--- config.mk ---
export PLATFORM = sky130hd
export DESIGN_NAME = div_core
export DESIGN_NICKNAME = d
export VERILOG_FILES = /design/src/rtl/div_pkg.sv /design/src/rtl/div_step.sv /design/src/rtl/div_core.sv
export SDC_FILE = /design/constraint.sdc
export NUM_CORES = 1
export LEC_CHECK = 0
export ABC_AREA = 1
export BUFFER_PORTS_ARGS = -buffer_cell sky130_fd_sc_hd__buf_2
export CAP_MARGIN = 30
export CORE_UTILIZATION = 25
export DETAILED_ROUTE_END_ITERATION = 6
export SYNTH_ARGS = -nofsm -noshare
export SYNTH_HDL_FRONTEND = slang
export SYNTH_HIERARCHICAL = 1
export SYNTH_SLANG_ARGS = --single-unit
--- constraint.sdc ---
create_clock -name clk -period 5.48 [get_ports clk]
set_clock_uncertainty 0.05 [all_clocks]
set_input_delay 0.274 -clock clk [delete_from_list [all_inputs] [get_ports clk]]
set_output_delay 0.274 -clock clk [all_outputs]
set_load 0.05 [all_outputs]
--- src/rtl/div_pkg.sv ---
// Shared types and constants for the iterative restoring divider.
package div_pkg;

  localparam int DIV_WIDTH = 32;
  localparam int CNT_W     = $clog2(DIV_WIDTH) + 1;

  typedef enum logic [1:0] {
    IDLE = 2'd0,
    CALC = 2'd1,
    SIGN = 2'd2,
    DONE = 2'd3
  } state_t;

endpackage

--- src/rtl/div_step.sv ---
// One restoring-division iteration: shift in a dividend bit, trial-subtract, select.
module div_step #(
  parameter int WIDTH = 32
) (
  input  logic [WIDTH-1:0] prem,
  input  logic             dvd_bit,
  input  logic [WIDTH-1:0] divisor,
  output logic [WIDTH-1:0] prem_next,
  output logic             q_bit
);

  logic [WIDTH:0]   shifted;
  logic [WIDTH-1:0] diff;

  // The true difference is below the divisor whenever it is kept, so the
  // low WIDTH bits of a modular subtract are exact.
  always_comb begin
    shifted   = {prem, dvd_bit};
    q_bit     = (shifted >= {1'b0, divisor});
    diff      = shifted[WIDTH-1:0] - divisor;
    prem_next = q_bit ? diff : shifted[WIDTH-1:0];
  end

endmodule

--- src/rtl/div_core.sv ---
// Iterative radix-2 restoring divider with start/done handshake and cancel.
module div_core
  import div_pkg::*;
#(
  parameter int WIDTH = DIV_WIDTH
) (
  input  logic             clk,
  input  logic             rstn,
  input  logic             start,
  input  logic             cancel,
  input  logic             sign_en,
  input  logic [WIDTH-1:0] op1,
  input  logic [WIDTH-1:0] op2,
  output logic             busy,
  output logic             done,
  output logic [WIDTH-1:0] quot,
  output logic [WIDTH-1:0] rem
);

  state_t           state, state_nxt;
  logic             load;
  logic [CNT_W-1:0] cnt;
  logic [WIDTH-1:0] dq, dvs, prem, prem_nxt, op1_raw;
  logic             q_bit, neg_q, neg_r, div0;
  logic [WIDTH-1:0] quot_fix, rem_fix;

  always_comb begin
    state_nxt = state;
    load      = 1'b0;
    case (state)
      IDLE: if (start) begin
        state_nxt = CALC;
        load      = 1'b1;
      end
      CALC: if (cnt == CNT_W'(WIDTH - 1)) state_nxt = SIGN;
      SIGN: state_nxt = DONE;
      DONE: begin
        state_nxt = IDLE;
        if (start) begin
          state_nxt = CALC;
          load      = 1'b1;
        end
      end
      default: state_nxt = IDLE;
    endcase
    if (cancel) begin
      state_nxt = IDLE;
      load      = 1'b0;
    end
  end

  assign busy = (state == CALC) || (state == SIGN);
  assign done = (state == DONE);

  always_ff @(posedge clk or negedge rstn) begin
    if (!rstn) begin
      state <= IDLE;
      cnt   <= '0;
      quot  <= '0;
      rem   <= '0;
    end else begin
      state <= state_nxt;
      if (load)
        cnt <= '0;
      else if (state == CALC)
        cnt <= cnt + 1'b1;
      if (state == SIGN && !cancel) begin
        quot <= quot_fix;
        rem  <= rem_fix;
      end
    end
  end

  // dq starts as the dividend magnitude and fills with quotient bits from the right.
  always_ff @(posedge clk) begin
    if (load) begin
      dq      <= (sign_en && op1[WIDTH-1]) ? -op1 : op1;
      dvs     <= (sign_en && op2[WIDTH-1]) ? -op2 : op2;
      prem    <= '0;
      op1_raw <= op1;
      neg_q   <= sign_en & (op1[WIDTH-1] ^ op2[WIDTH-1]);
      neg_r   <= sign_en & op1[WIDTH-1];
      div0    <= (op2 == '0);
    end else if (state == CALC) begin
      dq   <= {dq[WIDTH-2:0], q_bit};
      prem <= prem_nxt;
    end
  end

  div_step #(.WIDTH(WIDTH)) u_step (
    .prem      (prem),
    .dvd_bit   (dq[WIDTH-1]),
    .divisor   (dvs),
    .prem_next (prem_nxt),
    .q_bit     (q_bit)
  );

  always_comb begin
    quot_fix = neg_q ? -dq : dq;
    rem_fix  = neg_r ? -prem : prem;
    if (div0) begin
      quot_fix = '1;
      rem_fix  = op1_raw;
    end
  end

endmodule

==> impl_metrics.ini, run 1 <==
[outcome]
status = finished clean

[sta]
fin_hold_ws_ns = 0.03039
maxSlewHeadroom = 0.3355
finalWorstSetupSlack_ns = 2.318
worst_pin_slew_ns = 0.9968
fin_crit_sh = 0.5771
setup_viol = 0
maxSlewViolCount = 0
grt_setup_unrepaired = false
period_minus_slack_ns = 3.162
setup_tns_ns = 0
hold_viol_final = 0
clock.fmax_mhz = 316.2

[finish]
utilization = 0.2976
instances_no_fill = 3094
drive_gt1_frac = 0.1208
final_common_cell = nand2_1
layout_common_cells = 702 x nand2_1, 308 x inv_1, 214 x nor2_1
design_area_mm2 = 0.01727
area_growth_pct = 17.15
nNetsFinal = 2421

[setup_path]
rr_startpoint = state[0]
path_buf_inv = 5
worst_setup_path_start_kind = flip-flop
crit_end = cnt[1]
crit_start = state[0]
r2r_slack_ns = 2.32
r2r_cells = 10
path_delay_family = buffers and inverters
cp.arrival_ns = 3.55
worstSetupPathType = reg2reg
required_ns = 5.87
timing.rr.end = cnt[1]
cp_cell_sequence = inv_1 -> ha_1 -> nor3_4 -> buf_4 -> inv_2 -> nand2_1 -> buf_4 -> nor2_1 -> a31oi_1 -> inv_1
critical_path_cell_count = 10
slowest_stage = nand2_1
max_stage_delay_ns = 0.46
worstPathMaxFanout = 42
crit_path_end_kind = flip-flop

[logic_synthesis]
avgSynthCellArea_um2 = 6.806
ys_async_sr_fraction = 0.3547
synth_edf_count = 99
ys_types = 53
synth_area_mm2 = 0.01474
yosys_register_bits = 203
synth_nets = 2278
yosysSeqAreaShare = 0.3673
synthCells = 2166
yosys_warnings = 6
synth_top_flop_cell = edfxtp_1

[clock_tree]
cts_tree = yes
numCtsBuffers = 23
cts_buffer_depth = 3
cts_resized = 0
clkTransAtPathRegs_ns = 0.06
cts.repair_timing.setup_buffer_count = 0
cts_max_level = 1
root_buffer = clkbuf_16
clk_latency_ns = 0.55
hold_buffers = 36
cts_sinks = 203

[placement]
gp_congestion = 0.9362
postPlaceCellArea_mm2 = 0.01615
dp_cells = 3013
hpwl_um = 38910
pre_cts_ws_ns = 2.304
port-buffer-count = 134

[pwr]
power_density_mw_per_mm2 = 429.5
vdd_drop_max_uv = 239.1
total_power_mw = 7.417
p_leak_nw = 8.453

[global_route]
grt_start_max_net_pins = 70
grt_overflow = 0
grt_pass1_vias = 13330
track_usage = 0.1628
antenna_found_initial = 8
grt_first_pass_wirelength_um = 75820

[floorplan]
die_y_um = 244.8
row_count = 88
start_util = 0.2541
core_area_mm2 = 0.05803
die_w_um = 244.8
dieArea_mm2 = 0.05994
io-pin-count = 135

[drt]
drc = 0
drtIter0Drc = 1334
vias = 14070
routed_wirelength_um = 48880
detail_route.wl_per_cell_um = 15.80
ant_nets = 0
viasPerCell = 4.547
dr.pass1.iters = 5

[run]
drv_cap = 0

[hold_path]
min_path_type = in2reg
min_path_cells = 2
## report_power, final
group / internal [mW] / switching [mW]
combinational: 0.862 / 2.46
clock: 0.923 / 0.659
sequential: 2.15 / 0.362
total: 3.93 / 3.48
## worst min path at each step
stage | from | slack [ns] | endpoint
floorplan | rstn | -0.07 | cnt[0]
global placement | cnt[5] | 0.40 | cnt[5]
detailed placement | rstn | 0.21 | quot[9]
CTS | op2[2] | 0.02 | dvs[2]
global route | op2[2] | 0.03 | dvs[2]
finish | op2[31] | 0.03 | neg_q
## kinds of logic after synthesis
kind of cell | share of synthesized area
flip-flops | 0.3673
AND/OR/NAND/NOR | 0.3739
buffers and inverters | 0.1044
AO/OA/AOI/OAI | 0.08301
adder cells (fa/ha/maj) | 0.03701
XOR/XNOR | 0.03437
## synth_stat cells, drive strengths merged (3+ instances only)
cell type	count	share of area
nor2	244	0.071
a31oi	14	0.0059
clkbuf	16	0.0041
dfrtp	72	0.12
a21oi	59	0.020
nand3b	18	0.010
ha	42	0.036
nand3	198	0.076
nand2	726	0.19
o21ai	138	0.047
nor3	21	0.0096
and2	11	0.0047
xor2	44	0.027
dfxtp	32	0.043
o211ai	3	0.0015
xnor2	13	0.0077
or2	6	0.0025
nand4	21	0.0089
buf	46	0.018
edfxtp	99	0.20
o22ai	10	0.0042
inv	322	0.082
## registers in the layout (all words and copies together) (netlist names)
signal,cells
dvs,32
quot,32
cnt,6
rem,32
prem,32
neg_q,1
dq,32
div0,1
neg_r,1
state,2
op1_raw,32
## layout make-up
class | count | area (µm²)
inverter | 322 | 1209
timing repair buffer | 180 | 1129
sequential | 203 | 5415
tap | 765 | 957.2
multi-input combinational | 1579 | 7799
antenna | 3 | 7.507
clock buffer | 30 | 601.8
fill | 6331 | 40760
clock inverter | 12 | 151.4
## metal layers
| layer | track usage | up-vias | wire [µm] |
|---|---|---|---|
| met1 | 0.2189 | 6453 | 22550 |
| met5 | 0 | - | 51 |
| met3 | 0.03138 | 82 | 3132 |
| met4 | 0.05478 | 8 | 1491 |
| met2 | 0.2596 | 351 | 21660 |
| li1 | - | 7175 | - |
Power figures use the tool's default switching activity.
==> run 2: changes to the inputs <==
==> constraint.sdc (replaced) <==
create_clock -name clk -period 3 [get_ports clk]
set_clock_uncertainty 0.05 [all_clocks]
set_input_delay 0.15 -clock clk [delete_from_list [all_inputs] [get_ports clk]]
set_output_delay 0.15 -clock clk [all_outputs]
set_load 0.05 [all_outputs]
==> run 2 against run 1 <==
Worst hold slack improved by 0.0053 ns. Largest power group unchanged. Register-to-register slack worse by 2.0 ns. Wire length grew 4.1%. Final cell count up 1.5%.
==> impl_metrics.ini, run 2 (same netlist as run 1, synthesis figures left out) <==
[outcome]
status = finished clean

[global_route]
grt_start_max_net_pins = 97
antenna_found_initial = 8
grt_first_pass_wirelength_um = 78460
grt_overflow = 0
track_usage = 0.1682
grt_pass1_vias = 13700

[finish]
layout_common_cells = 702 x nand2_1, 308 x inv_1, 214 x nor2_1
instances_no_fill = 3140
nNetsFinal = 2467
drive_gt1_frac = 0.1298
design_area_mm2 = 0.01773
final_common_cell = nand2_1
area_growth_pct = 20.30
utilization = 0.3056

[setup_path]
crit_path_end_kind = flip-flop
cp.arrival_ns = 3.12
slowest_stage = fa_1
rr_startpoint = dq[31]
r2r_cells = 17
r2r_slack_ns = 0.28
crit_end = prem[24]
required_ns = 3.40
crit_start = dq[31]
crit_path_frequent_cell = nand2_1
cp_cell_sequence = inv_1 -> ha_1 -> fa_1 -> inv_1 -> nand3_1 -> nand3_1 -> nand2_1 -> nand3_1 -> nand2_1 -> nand3_1 -> nand2_1 -> nand3_2 -> nand2_1 -> nand2_1 -> o21ai_0 -> nand2_1 -> inv_1
timing.rr.end = prem[24]
worst_setup_path_start_kind = flip-flop
worstPathMaxFanout = 3
worstSetupPathType = reg2reg
max_stage_delay_ns = 0.41

[pwr]
vdd_drop_max_uv = 459.3
power_density_mw_per_mm2 = 773.3
p_leak_nw = 8.688
total_power_mw = 13.71

[clock_tree]
cts_buffer_depth = 3
root_buffer = clkbuf_16
clk_latency_ns = 0.55
numCtsBuffers = 24
cts_max_level = 1
cts_sinks = 203
cts_resized = 0
cts_tree = yes
clkTransAtPathRegs_ns = 0.06

[placement]
hpwl_um = 39990
gp_congestion = 0.9333
pre_cts_ws_ns = 0.3196
postPlaceCellArea_mm2 = 0.01634
port-buffer-count = 134
dp_cells = 3033

[sta]
setup_tns_ns = 0
grt_setup_unrepaired = false
setup_viol = 0
fin_hold_ws_ns = 0.03572
clock.fmax_mhz = 368.2
finalWorstSetupSlack_ns = 0.2841
maxSlewHeadroom = 0.4563
fin_crit_sh = 0.9053
maxSlewViolCount = 0
worst_pin_slew_ns = 0.8155
period_minus_slack_ns = 2.716
hold_viol_final = 0

[drt]
drc = 0
vias = 14530
drtIter0Drc = 1291
ant_nets = 0
viasPerCell = 4.629
detail_route.wl_per_cell_um = 16.21
routed_wirelength_um = 50900
dr.pass1.iters = 5

[floorplan]
row_count = 88
start_util = 0.2541
die_w_um = 244.8
io-pin-count = 135
dieArea_mm2 = 0.05994
core_area_mm2 = 0.05803
die_y_um = 244.8

[hold_path]
min_path_type = in2async

[run]
drv_cap = 0
[run 2: changes by cell type in the layout (fill, tap and decap cells not counted), moves of 2 or more]
cell | before | now
dlygate4sd3_1 | 36 | 61
clkbuf_1 | 7 | 3
clkinvlp_4 | 0 | 2
buf_12 | 0 | 3
buf_4 | 10 | 27
clkbuf_8 | 0 | 2
clkinv_2 | 1 | 4
[run 2: final cells by class]
class / count / area [µm²]
Fill cell: 6326 / 40290
Clock buffer: 29 / 639.4
Timing Repair Buffer: 225 / 1567
Inverter: 322 / 1209
Antenna cell: 2 / 5.005
Clock inverter: 15 / 143.9
Tap cell: 765 / 957.2
Multi-Input combinational cell: 1579 / 7799
Sequential cell: 203 / 5415
[run 2: worst min path at each step]
stage / startpoint / endpoint / depth (start not counted)
6_report: rstn / quot[1] / 2
5_1_grt: op2[25] / dvs[25] / 2
4_1_cts: op2[25] / dvs[25] / 2
3_5_place_dp: rstn / quot[1] / 1
3_3_place_gp: op2[0] / dvs[0] / 1
2_1_floorplan: rstn / cnt[0] / 0
[run 2: power breakdown]
| group | switching (mW) | internal [mW] |
|---|---|---|
| clock | 1.26 | 1.70 |
| combinational | 4.53 | 1.63 |
| sequential | 0.673 | 3.92 |
[run 2: metal layers]
| layer | track usage | vias up | share of wire |
|---|---|---|---|
| met5 | 0 | - | 0.00090 |
| met3 | 0.02766 | 85 | 0.072 |
| li1 | - | 7265 | - |
| met2 | 0.2635 | 466 | 0.44 |
| met4 | 0.05368 | 8 | 0.029 |
| met1 | 0.2342 | 6710 | 0.46 |
[run 2: repair_timing]
| item | 4_1_cts | 5_1_grt |
|---|---|---|
| hold buffers | 61 | 0 |
| setup buffers | 0 | 0 |
| hold endpoints to repair | 142 | 0 |
| setup endpoints to repair | 0 | 0 |
[run 2: critical path: cells and delay by family (launching register included)]
kind | cells | cell delay (ns)
buffers and inverters | 3 | 0.29
AOI/OAI and AO/OA | 1 | 0.08
adders and majority gates | 2 | 0.66
and+or+nand+nor | 11 | 1.14
DFF | 1 | 0.40
==> run 3: changes to the inputs <==
==> constraint.sdc (replaced) <==
create_clock -name clk -period 3.53 [get_ports clk]
set_clock_uncertainty 0.05 [all_clocks]
set_input_delay 0.1765 -clock clk [delete_from_list [all_inputs] [get_ports clk]]
set_output_delay 0.1765 -clock clk [all_outputs]
set_load 0.05 [all_outputs]
==> run 3 against run 2 <==
Die area is the same. Sequential share of layout area grew 0.25 points. Sequential power is 15% lower. Sequential cell count did not move. Setup slack better by 0.40 ns. Critical path depth is 2 lower. Final cell count decreased by 0.57%. Largest cell class unchanged.
==> impl_metrics.ini, run 3 (same netlist as run 1, synthesis figures left out) <==
[setup_path]
worstSetupPathType = reg2reg
path_delay_family = simple AND/OR/NAND/NOR gates
r2r_cells = 15
slowest_stage = dfxtp_1
worst_setup_path_start_kind = flip-flop
cp_cell_sequence = ha_1 -> nand2_1 -> inv_1 -> nand2_1 -> nand2_1 -> a21oi_1 -> nand2_1 -> nor2_4 -> buf_4 -> nand3_1 -> nand2_1 -> nand2_1 -> o21ai_0 -> nand2_1 -> inv_1
worstPathMaxFanout = 18
max_stage_delay_ns = 0.50
crit_path_end_kind = flip-flop
cp.arrival_ns = 3.28
critical_path_cell_count = 15
required_ns = 3.96
crit_path_frequent_cell = nand2_1
path_buf_inv = 3

[clock_tree]
cts_resized = 0
cts_buffer_depth = 3
cts_sinks = 203
cts_tree = yes
cts.repair_timing.setup_buffer_count = 0
hold_buffers = 56
numCtsBuffers = 24
root_buffer = clkbuf_16
cts_max_level = 1
clk_latency_ns = 0.55
clkTransAtPathRegs_ns = 0.06

[sta]
setup_viol = 0
hold_viol_final = 0
maxSlewHeadroom = 0.4848
fin_crit_sh = 0.8052
setup_tns_ns = 0
fin_hold_ws_ns = 0.02069
period_minus_slack_ns = 2.842
finalWorstSetupSlack_ns = 0.6877
clock.fmax_mhz = 351.8
worst_pin_slew_ns = 0.7717
grt_setup_unrepaired = false
maxSlewViolCount = 0

[placement]
port-buffer-count = 134
pre_cts_ws_ns = 0.7708
hpwl_um = 39620
postPlaceCellArea_mm2 = 0.01623
gp_congestion = 0.9417

[global_route]
antenna_found_initial = 9
grt_first_pass_wirelength_um = 77860
grt_start_max_net_pins = 97
track_usage = 0.1662
grt_overflow = 0
grt_pass1_vias = 13680

[finish]
final_common_cell = nand2_1
drive_gt1_frac = 0.1261
layout_common_cells = 702 x nand2_1, 308 x inv_1, 214 x nor2_1
design_area_mm2 = 0.01759
area_growth_pct = 19.33
nNetsFinal = 2449

[floorplan]
io-pin-count = 135
dieArea_mm2 = 0.05994
die_y_um = 244.8
core_area_mm2 = 0.05803
start_util = 0.2541
die_w_um = 244.8
row_count = 88

[drt]
vias = 14380
viasPerCell = 4.606
ant_nets = 0
routed_wirelength_um = 49940
detail_route.wl_per_cell_um = 16.00
drc = 0
dr.pass1.iters = 5
drtIter0Drc = 1180

[hold_path]
min_path_cells = 3
min_path_type = in2reg

[pwr]
total_power_mw = 11.65
vdd_drop_max_uv = 359.5
power_density_mw_per_mm2 = 662.0
p_leak_nw = 8.600

[outcome]
status = finished clean

[run]
drv_cap = 0
run 3: cell types whose count changed in the layout (fill, tap and decap cells not counted), sizes merged:
cell         delta
clkbuf          -3
dlygate4sd3     -5
buf            -13
clkinvlp        +1
inv             -1
bufinv          +1
clkinv          +2
run 3: cell type report:
class / instances / area, µm²
fillers: 6356 / 40430
multi-input cells: 1579 / 7799
flip-flops and latches: 203 / 5415
repair buffers: 207 / 1406
inverters: 322 / 1209
well taps: 765 / 957.2
clock buffers: 26 / 618.1
clock inverters: 18 / 182.7
diodes: 2 / 5.005
run 3: tightest hold or removal path: cells and delay by family:
kind	cells	cell delay, ns
AOI/OAI and AO/OA	1	0.18
buffers and inverters	2	0.13
run 3: final timing paths:
path	slack (ns)	endpoint	from
setup / recovery	0.69	prem[8]	prem[27]
hold / removal	0.02	dvs[1]	op2[1]
setup reg to reg	0.69	prem[8]	prem[27]
hold reg to reg	0.42	rem[2]	op1_raw[2]
max in group asynchronous	2.79	cnt[2]	rstn
min in group asynchronous	0.04	quot[9]	rstn
run 3: metal layers:
layer	track usage	vias up	wire, µm
met5	0	-	61
met4	0.04596	10	1250
met3	0.02952	86	3383
met2	0.2645	425	21970
met1	0.2293	6617	23270
li1	-	7242	-
run 3: where the power goes:
part,internal [mW],total (mW),switching (mW)
combinational,1.37,5.20,3.83
clock,1.49,2.55,1.06
sequential,3.33,3.89,0.561
total,6.19,11.6,5.45
run 3: metrics by stage:
stage | std cells | utilization
after global routing | 3122 | 0.3032
after detailed placement | 3020 | 0.2796
after global placement | 3019 | 0.2792
after CTS | 3120 | 0.3031
final | 3122 | 0.3032
after floorplan | 2166 | -
